--- config.mk ---
export PLATFORM = sky130hd
export DESIGN_NAME = lsu_ctrl
export DESIGN_NICKNAME = d
export VERILOG_FILES = /design/src/rtl/lsu_ctrl.sv
export SDC_FILE = /design/constraint.sdc
export NUM_CORES = 1
export LEC_CHECK = 0
export CORE_AREA = 3 3 119 121
export CTS_CLUSTER_DIAMETER = 40
export CTS_CLUSTER_SIZE = 14
export DETAILED_ROUTE_END_ITERATION = 12
export DIE_AREA = 0 0 122 124
export PLACE_DENSITY = 0.8
export SLEW_MARGIN = 30
export SYNTH_ARGS = -nofsm -noshare
export SYNTH_HDL_FRONTEND = slang
export SYNTH_SLANG_ARGS = --single-unit
--- constraint.sdc ---
create_clock -name clk -period 2.1 [get_ports clk]
set_input_delay 0.42 -clock clk [delete_from_list [all_inputs] [get_ports clk]]
set_output_delay 0.42 -clock clk [all_outputs]
set_load 0.005 [all_outputs]
--- src/rtl/lsu_ctrl.sv ---
// lsu_ctrl: load/store unit controller between the core and a simple memory bus.
// Accepts one load or store at a time, checks legality and alignment, issues a
// word-aligned bus request with byte strobes, waits for the response (bounded
// by TIMEOUT_CYC), then reports a one-cycle completion with extended load data.
//
// Ports:
//   clk, rst                         clock, synchronous active-high reset
//   in_valid / in_ready              core operation handshake
//   readMemEnable / writeMemEnable   operation direction (exactly one must be set)
//   memOP, addr, wdata               funct3 width/sign, byte address, store data
//   out_valid, out_rdata, out_err    completion pulse, load result, error flag
//   mem_req_*                        bus request channel (valid/ready handshake)
//   mem_resp_valid, mem_resp_rdata   bus response (read data or write ack)
module lsu_ctrl #(
  parameter int unsigned TIMEOUT_CYC = 255
) (
  input  logic        clk,
  input  logic        rst,
  input  logic        in_valid,
  output logic        in_ready,
  input  logic        readMemEnable,
  input  logic        writeMemEnable,
  input  logic [2:0]  memOP,
  input  logic [31:0] addr,
  input  logic [31:0] wdata,
  output logic        out_valid,
  output logic [31:0] out_rdata,
  output logic        out_err,
  output logic        mem_req_valid,
  input  logic        mem_req_ready,
  output logic        mem_req_wen,
  output logic [31:0] mem_req_addr,
  output logic [31:0] mem_req_wdata,
  output logic [3:0]  mem_req_wmask,
  input  logic        mem_resp_valid,
  input  logic [31:0] mem_resp_rdata
);

  localparam int unsigned CNT_W = 16;

  typedef enum logic [1:0] {IDLE, REQ, WAIT, DONE} state_e;

  state_e      state_q, state_d;
  logic        in_ready_q, in_ready_d;
  logic        out_valid_q, out_valid_d;
  logic [31:0] out_rdata_q, out_rdata_d;
  logic        out_err_q, out_err_d;
  logic        req_valid_q, req_valid_d;
  logic        req_wen_q, req_wen_d;
  logic [31:0] req_addr_q, req_addr_d;
  logic [31:0] req_wdata_q, req_wdata_d;
  logic [3:0]  req_wmask_q, req_wmask_d;
  logic [2:0]  op_q, op_d;
  logic [1:0]  off_q, off_d;
  logic        load_q, load_d;
  logic [CNT_W-1:0] cnt_q, cnt_d;

  logic        one_dir_c;
  logic        legal_c;
  logic        misalign_c;
  logic [3:0]  st_mask_c;
  logic [31:0] st_wdata_c;
  logic [7:0]  ld_byte_c;
  logic [15:0] ld_half_c;
  logic [31:0] ld_data_c;

  // Incoming operation decode: direction, legality, alignment
  always_comb begin
    one_dir_c = readMemEnable ^ writeMemEnable;
    legal_c   = 1'b0;
    if (readMemEnable) begin
      case (memOP)
        3'b000, 3'b001, 3'b010, 3'b100, 3'b101: legal_c = 1'b1;
        default:                                legal_c = 1'b0;
      endcase
    end else begin
      case (memOP)
        3'b000, 3'b001, 3'b010: legal_c = 1'b1;
        default:                legal_c = 1'b0;
      endcase
    end
    misalign_c = ((memOP[1:0] == 2'b01) && addr[0]) ||
                 ((memOP[1:0] == 2'b10) && (addr[1:0] != 2'b00));
  end

  // Store lane placement: data replicated, strobes select the addressed bytes
  always_comb begin
    case (memOP[1:0])
      2'b00: begin
        st_mask_c  = 4'b0001 << addr[1:0];
        st_wdata_c = {4{wdata[7:0]}};
      end
      2'b01: begin
        st_mask_c  = 4'b0011 << addr[1:0];
        st_wdata_c = {2{wdata[15:0]}};
      end
      default: begin
        st_mask_c  = 4'b1111;
        st_wdata_c = wdata;
      end
    endcase
  end

  // Load extraction from the response word using the latched offset and op
  always_comb begin
    ld_byte_c = mem_resp_rdata[{off_q, 3'b000} +: 8];
    ld_half_c = mem_resp_rdata[{off_q[1], 4'b0000} +: 16];
    case (op_q)
      3'b000:  ld_data_c = {{24{ld_byte_c[7]}}, ld_byte_c};
      3'b001:  ld_data_c = {{16{ld_half_c[15]}}, ld_half_c};
      3'b010:  ld_data_c = mem_resp_rdata;
      3'b100:  ld_data_c = {24'd0, ld_byte_c};
      3'b101:  ld_data_c = {16'd0, ld_half_c};
      default: ld_data_c = 32'd0;
    endcase
  end

  // Next-state and registered-output logic
  always_comb begin
    state_d     = state_q;
    out_rdata_d = out_rdata_q;
    out_err_d   = out_err_q;
    req_wen_d   = req_wen_q;
    req_addr_d  = req_addr_q;
    req_wdata_d = req_wdata_q;
    req_wmask_d = req_wmask_q;
    op_d        = op_q;
    off_d       = off_q;
    load_d      = load_q;
    cnt_d       = cnt_q;

    case (state_q)
      IDLE: begin
        if (in_valid && one_dir_c) begin
          op_d   = memOP;
          off_d  = addr[1:0];
          load_d = readMemEnable;
          if (!legal_c || misalign_c) begin
            // Bad operations complete immediately without touching the bus
            state_d     = DONE;
            out_err_d   = 1'b1;
            out_rdata_d = 32'd0;
          end else begin
            state_d     = REQ;
            req_wen_d   = writeMemEnable;
            req_addr_d  = {addr[31:2], 2'b00};
            req_wdata_d = writeMemEnable ? st_wdata_c : 32'd0;
            req_wmask_d = writeMemEnable ? st_mask_c : 4'b0000;
          end
        end
      end
      REQ: begin
        if (mem_req_ready) begin
          state_d = WAIT;
          cnt_d   = '0;
        end
      end
      WAIT: begin
        if (mem_resp_valid) begin
          state_d     = DONE;
          out_err_d   = 1'b0;
          out_rdata_d = load_q ? ld_data_c : 32'd0;
        end else if (cnt_q == CNT_W'(TIMEOUT_CYC - 1)) begin
          // Last permitted WAIT cycle passed with no response
          state_d     = DONE;
          out_err_d   = 1'b1;
          out_rdata_d = 32'd0;
        end else begin
          cnt_d = cnt_q + CNT_W'(1);
        end
      end
      DONE: begin
        state_d = IDLE;
      end
      default: begin
        state_d = IDLE;
      end
    endcase

    in_ready_d  = (state_d == IDLE);
    out_valid_d = (state_d == DONE);
    req_valid_d = (state_d == REQ);
  end

  // State and output registers
  always_ff @(posedge clk) begin
    if (rst) begin
      state_q     <= IDLE;
      in_ready_q  <= 1'b1;
      out_valid_q <= 1'b0;
      out_rdata_q <= 32'd0;
      out_err_q   <= 1'b0;
      req_valid_q <= 1'b0;
      req_wen_q   <= 1'b0;
      req_addr_q  <= 32'd0;
      req_wdata_q <= 32'd0;
      req_wmask_q <= 4'b0000;
      op_q        <= 3'd0;
      off_q       <= 2'd0;
      load_q      <= 1'b0;
      cnt_q       <= '0;
    end else begin
      state_q     <= state_d;
      in_ready_q  <= in_ready_d;
      out_valid_q <= out_valid_d;
      out_rdata_q <= out_rdata_d;
      out_err_q   <= out_err_d;
      req_valid_q <= req_valid_d;
      req_wen_q   <= req_wen_d;
      req_addr_q  <= req_addr_d;
      req_wdata_q <= req_wdata_d;
      req_wmask_q <= req_wmask_d;
      op_q        <= op_d;
      off_q       <= off_d;
      load_q      <= load_d;
      cnt_q       <= cnt_d;
    end
  end

  assign in_ready      = in_ready_q;
  assign out_valid     = out_valid_q;
  assign out_rdata     = out_rdata_q;
  assign out_err       = out_err_q;
  assign mem_req_valid = req_valid_q;
  assign mem_req_wen   = req_wen_q;
  assign mem_req_addr  = req_addr_q;
  assign mem_req_wdata = req_wdata_q;
  assign mem_req_wmask = req_wmask_q;

endmodule

==> results of run 1 <==
worst reg2reg max path: stages (launching register included):
cell	delay, ns
dfxtp_1	0.40
inv_1	0.09
ha_1	0.20
and4b_1	0.21
and4_1	0.25
a22o_2	0.30
buf_12	0.17
o21a_1	0.20
metrics by stage:
stage          hold slack, ns  std cells  cell area, um^2
2_1_floorplan           0.441        696             6050
3_3_place_gp            0.456       1065             8470
3_5_place_dp            0.462       1065             8470
4_1_cts                 0.471       1095             9060
5_1_grt                 0.490       1095             9070
6_report                0.470       1095             9070
kinds of logic (layout without fill, tap and decap cells):
kind of cell / count (synthesis) / in the layout / share of synthesized area (%)
other cells: 1 / 2 / 0.0620
fa+ha+maj: 2 / 2 / 0.414
simple gates: 191 / 191 / 17.0
compound gates: 265 / 265 / 27.3
xor+xnor: 1 / 1 / 0.145
buf+inv: 70 / 293 / 6.04
flops: 127 / 127 / 42.1
mux: 38 / 38 / 7.02
worst paths after layout:
| check | start | endpoint | slack, ns | cells after the start |
|---|---|---|---|---|
| min | out_rdata[25] | out_rdata[25] | 0.47 | 2 |
| min reg2reg | out_rdata[25] | out_rdata[25] | 0.47 | 2 |
| max | cnt_q[0] | out_err | 0.19 | 7 |
| max reg2reg | cnt_q[0] | out_err | 0.19 | 7 |
cells in the final DEF, fill, tap and decap left out, types with 6 or more instances in the layout:
cell | synthesis | layout
a221oi_1 | 8 | 8
a22oi_1 | 16 | 16
buf_12 | 0 | 6
nand3_1 | 67 | 66
nand2_1 | 58 | 58
a21oi_1 | 90 | 88
mux2_2 | 25 | 25
nor2_1 | 13 | 12
buf_4 | 7 | 45
o22ai_2 | 12 | 12
o31ai_1 | 12 | 12
o22ai_1 | 20 | 20
clkdlybuf4s50_1 | 0 | 207
or4_1 | 11 | 11
dfxtp_1 | 127 | 127
clkbuf_16 | 0 | 17
a222oi_1 | 7 | 7
mux2i_1 | 12 | 12
o21ai_0 | 81 | 81
area by class of cell:
type                    instances  area share (%)
multi-input cells             499            35.0
inverters                       4           0.165
flip-flops and latches        127            28.0
well taps                     176            2.43
clock inverters                 6            1.19
clock buffers                  24            5.31
repair buffers                259            27.9
metal layers:
layer	up-vias	GRT usage [%]	wire length, um
met4	0	8.75	475
li1	3021	-	-
met5	-	0	0
met2	295	38.4	8800
met3	34	7.95	1720
met1	2929	32.1	7900
state kept, by name, summed over array words and instances, names as in the netlist:
register,cells
mem_req_addr,30
mem_req_wen,1
in_ready,1
out_rdata,32
cnt_q,16
out_valid,1
off_q,2
mem_req_valid,1
op_q,3
mem_req_wmask,4
state_q,2
load_q,1
out_err,1
mem_req_wdata,32
where the power goes:
group	leakage, nW	internal [mW]	switching, mW
clock	0.286	1.94	1.01
combinational	1.82	0.567	0.553
sequential	1.03	2.47	0.0420
total	3.13	4.98	1.61
==> results.yml, run 1 <==
floorplan:
  die_h_um: 124
  coreArea_um2: 13200
  die_x_um: 122
  die_area_um2: 15100
  initial_utilization_pct: 45.8
  pin_count: 211
  rows: 42
yosys:
  netlist_area_um2: 6040
  syn_area_per_cell_um2: 8.70
  synthArstFlopShare_pct: 0
  ys_types: 60
  yosysWarnings: 0
  synth-edff-count: 0
  ys_seq_area_share_pct: 42.1
  synth.most_common_cell: "dfxtp_1"
  ys_ff_latch: 127
  synth_top_area_share_pct: 42.1
  netlist_instances: 695
  yosys_most_used_dff: "dfxtp_1"
  synthTopCellsByCount: "dfxtp_1, a21oi_1, o21ai_0, nand3_1, nand2_1"
  synth_area_leaders: "dfxtp_1, a21oi_1, o21ai_0"
  synth_top_cell_by_area: "dfxtp_1"
drt:
  drt_iter0_markers: 631
  via_per_inst: 5.73
  drc: 0
  via_count: 6279
  ant_nets: 0
  wl_um: 18900
  first_pass_iters: 6
  wl_per_cell_um: 17.3
timing:
  max_slew_margin_pct: 37.7
  finalCriticalPeriod_ns: 1.91
  finalWorstSetupSlack_ns: 0.193
  fin_skew_ns: 0.00999
  worstMarginPinSlew_ns: 0.932
  final-setup-viol-count: 0
  fin_setup_tns_ns: 0
  post-route-period-util_pct: 90.8
  finalMaxSlewViolations: 0
  max_freq_ghz: 0.524
  hold_viol_final: 0
  rsz0062_at_grt: "no"
cells_and_area:
  multi_input_area_um2: 3170
  layout-drive-gt1-share_pct: 14.6
  diodes: 0
  final_nets: 1016
  fillers: 1077
  seqCellArea_um2: 2540
  final_core_util_pct: 68.8
  syn2layout_area_growth_pct: 50.1
critical_path:
  required_ns: 2.41
  crit_path_cell_trace: "inv_1, ha_1, and4b_1, and4_1, a22o_2, buf_12, o21a_1"
  crit_buf_inv: 2
  endpoint_kind: "flop"
  crit_fanout: 33
  worst_setup_path_start_kind: "flop"
  crit_path_max_incr_delay_ns: 0.40
  arrival_ns: 2.21
  crit_family: "compound AO/OA/AOI/OAI gates"
  critical_path_class: "reg -> reg"
  cp_slowest_cell: "dfxtp_1"
placement:
  post-dp-hpwl_um: 12800
  port_buffers: 208
  place_worst_setup_slack_ns: -0.0996
  globalplace.congestion: 0.880
flow_run:
  max_cap_viol_count: 0
power_and_ir_drop:
  power_mw: 6.59
  powerDensity_nw_per_um2: 726
  p_leak_nw: 3.13
  vdd_ir_drop_max_v: 0.000607
cts:
  tritoncts: "built"
  clkSinkCount: 127
  clock_latency_ns: 0.41
  cts_root_buffer: "clkbuf_16"
  post-cts-setup-buffer-count: 0
  h-tree-depth: 4
  cts_hold_buf: 0
  post_cts_resized: 0
  clockBufferDepth: 2
  cts_buffers: 17
  path_clk_slew_ns: 0.05
run_status:
  status: "complete, no violations"
grt:
  gr-total-overflow: 0
  grtUsageTotal_pct: 24.6
  grt_first_pass_wirelength_um: 30000
  first_global_vias: 5920
  grt_start_max_net_pins: 43
  antenna_found_initial: 0
hold_path:
  hold_path_class: "reg -> reg"
(Power assumes the default switching activity.)
==> run 2: changes to the inputs <==
CTS_CLUSTER_DIAMETER = not set   (was 40)
SKIP_LAST_GASP = 1   (was not set)
==> results of run 2 <==
The final DEF is identical to that of run 1; final timing and power are the same.
==> run 3: changes to the inputs <==
GPL_TIMING_DRIVEN = 0   (was not set)
==> run 3 against run 2 <==
  * Core utilization fell by 0.66 points
  * Register-to-register slack got worse by 0.11 ns
  * Worst hold slack got worse by 0.00059 ns
  * Clock-buffer cell count fell by 1
  * Setup slack got worse by 0.11 ns
  * Via count rose by 1.3%
  * Sequential power barely moved
==> results.yml, run 3 (same netlist as run 1, synthesis figures left out) <==
cells_and_area:
  final_common_cell: "clkdlybuf4s50_1"
  stdcell_area_um2: 8990
  mostFrequentLayoutCells: "clkdlybuf4s50_1, dfxtp_1, a21oi_1, o21ai_0, nand3_1"
  syn2layout_area_growth_pct: 48.7
  layout-drive-gt1-share_pct: 12.2
  final_nets: 1030
  diodes: 0
critical_path:
  arrival_ns: 2.36
  cp_slowest_cell: "nor3b_1"
  crit_path_cell_trace: "buf_2, nor3b_1, a222oi_1, o22ai_2"
  crit_buf_inv: 1
  crit_path_max_incr_delay_ns: 0.82
  critical_path_class: "reg -> reg"
  required_ns: 2.45
  crit_fanout: 10
  endpoint_kind: "flop"
  crit_family: "simple AND/OR/NAND/NOR gates"
  worst_setup_path_start_kind: "flop"
timing:
  worstMarginPinSlew_ns: 0.970
  fin_skew_ns: 0.0101
  max_freq_ghz: 0.496
  final-setup-viol-count: 0
  max_slew_margin_pct: 35.1
  finalMaxSlewViolations: 0
  post-route-period-util_pct: 96.0
  hold_viol_final: 0
  finalCriticalPeriod_ns: 2.02
drt:
  ant_nets: 0
  via_count: 6362
  wl_um: 20000
  drc: 0
  via_per_inst: 5.74
  first_pass_iters: 5
  wl_per_cell_um: 18.0
  drt_iter0_markers: 613
grt:
  busiest_layer: "met2"
  grtUsageMet1_pct: 34.0
  gr-usage-met2_pct: 40.7
  gr-total-overflow: 0
  grt_start_max_net_pins: 17
  met3_usage_pct: 8.40
  first_global_vias: 6055
  antenna_found_initial: 0
  grtUsageTotal_pct: 26.2
  grt_first_pass_wirelength_um: 31200
cts:
  cts_hold_buf: 0
  cts_root_buffer: "clkbuf_16"
  clock_latency_ns: 0.42
  clkSinkCount: 127
  path_clk_slew_ns: 0.06
  cts_buffers: 17
  post-cts-setup-buffer-count: 0
  tritoncts: "built"
  clockBufferDepth: 2
  h-tree-depth: 4
placement:
  placed_cell_area_um2: 8340
  globalplace.congestion: 0.906
  post-dp-hpwl_um: 14400
  port_buffers: 207
power_and_ir_drop:
  intPower_mw: 4.95
  power_mw: 6.59
  clockPowerShare_pct: 45.6
  switching_share_pct: 25.0
  p_sw_mw: 1.65
  pwr-share-seq_pct: 38.1
  powerDensity_nw_per_um2: 734
  p_comb_share_pct: 16.3
  p_leak_nw: 3.06
  vdd_ir_drop_max_v: 0.000545
floorplan:
  die_h_um: 124
  die_x_um: 122
  initial_utilization_pct: 45.8
  coreArea_um2: 13200
  rows: 42
  pin_count: 211
  die_area_um2: 15100
run_status:
  status: "complete, no violations"
flow_run:
  max_cap_viol_count: 0
hold_path:
  hold_path_class: "reg -> reg"
run 3: cell count changes in the layout (fill, tap and decap cells not counted), moves of 2 or more:
cell and delta:
nor4_1 -2, clkbuf_4 +2, buf_2 +10, clkbuf_1 +30, buf_1 +2, clkbuf_2 +4, buf_4 -38, buf_12 -6
buf_6 +8
run 3: per-stage QoR:
| stage | cells | TNS [ns] | hold slack (ns) | setup slack [ns] | util, % |
|---|---|---|---|---|---|
| after floorplan | 696 | 0 | 0.441 | 0.329 | - |
| final | 1108 | 0 | 0.470 | 0.0831 | 68.1 |
| after global routing | 1108 | -0.0182 | 0.489 | -0.0182 | 68.1 |
| after detailed placement | 1079 | -40.60 | 0.457 | -0.438 | 63.2 |
| after global placement | 1079 | -34.99 | 0.452 | -0.374 | 63.2 |
| after CTS | 1108 | 0 | 0.469 | 0.0102 | 67.7 |
run 3: final timing paths:
path	startpoint	end	slack, ns	cells after the start
max	off_q[1]	out_rdata[2]	0.08	4
max reg2reg	off_q[1]	out_rdata[2]	0.08	4
min	out_err	out_err	0.47	1
min reg2reg	out_err	out_err	0.47	1
run 3: metal layers:
layer / vias to the layer above / part of all wire, %
li1: 3048 / -
met4: 0 / 2.5
met5: - / 0
met2: 283 / 46
met3: 41 / 8.7
met1: 2990 / 42
run 3: worst reg2reg max path: stages, from the launching register on:
cell	delay [ns]
dfxtp_1	0.41
buf_2	0.29
nor3b_1	0.82
a222oi_1	0.21
o22ai_2	0.21
run 3: power by group through the flow:
stage / Sequential (mW) / Clock, mW / Combinational [mW]
2_1_floorplan: 2.56 / 0 / 0.561
3_3_place_gp: 2.56 / 0 / 1.04
3_5_place_dp: 2.56 / 0 / 1.05
4_1_cts: 2.51 / 3.03 / 1.06
5_1_grt: 2.52 / 3.13 / 1.17
6_report: 2.51 / 3.01 / 1.08
run 3: repair_timing:
| action | in CTS | in global routing |
|---|---|---|
| resized for setup | 0 | 17 |
| setup endpoints to repair | 0 | 90 |
| hold endpoints to repair | 0 | 0 |
run 3: area by class of cell:
| cell class | instances | area [um^2] |
|---|---|---|
| clock buffer | 23 | 488 |
| inverter | 4 | 15.0 |
| fill | 1060 | 4200 |
| tap | 176 | 220 |
| sequential | 127 | 2540 |
| timing repair buffer | 207 | 2070 |
| multi-input combinational | 499 | 3180 |
| clock inverter | 6 | 108 |
| buffer | 66 | 360 |
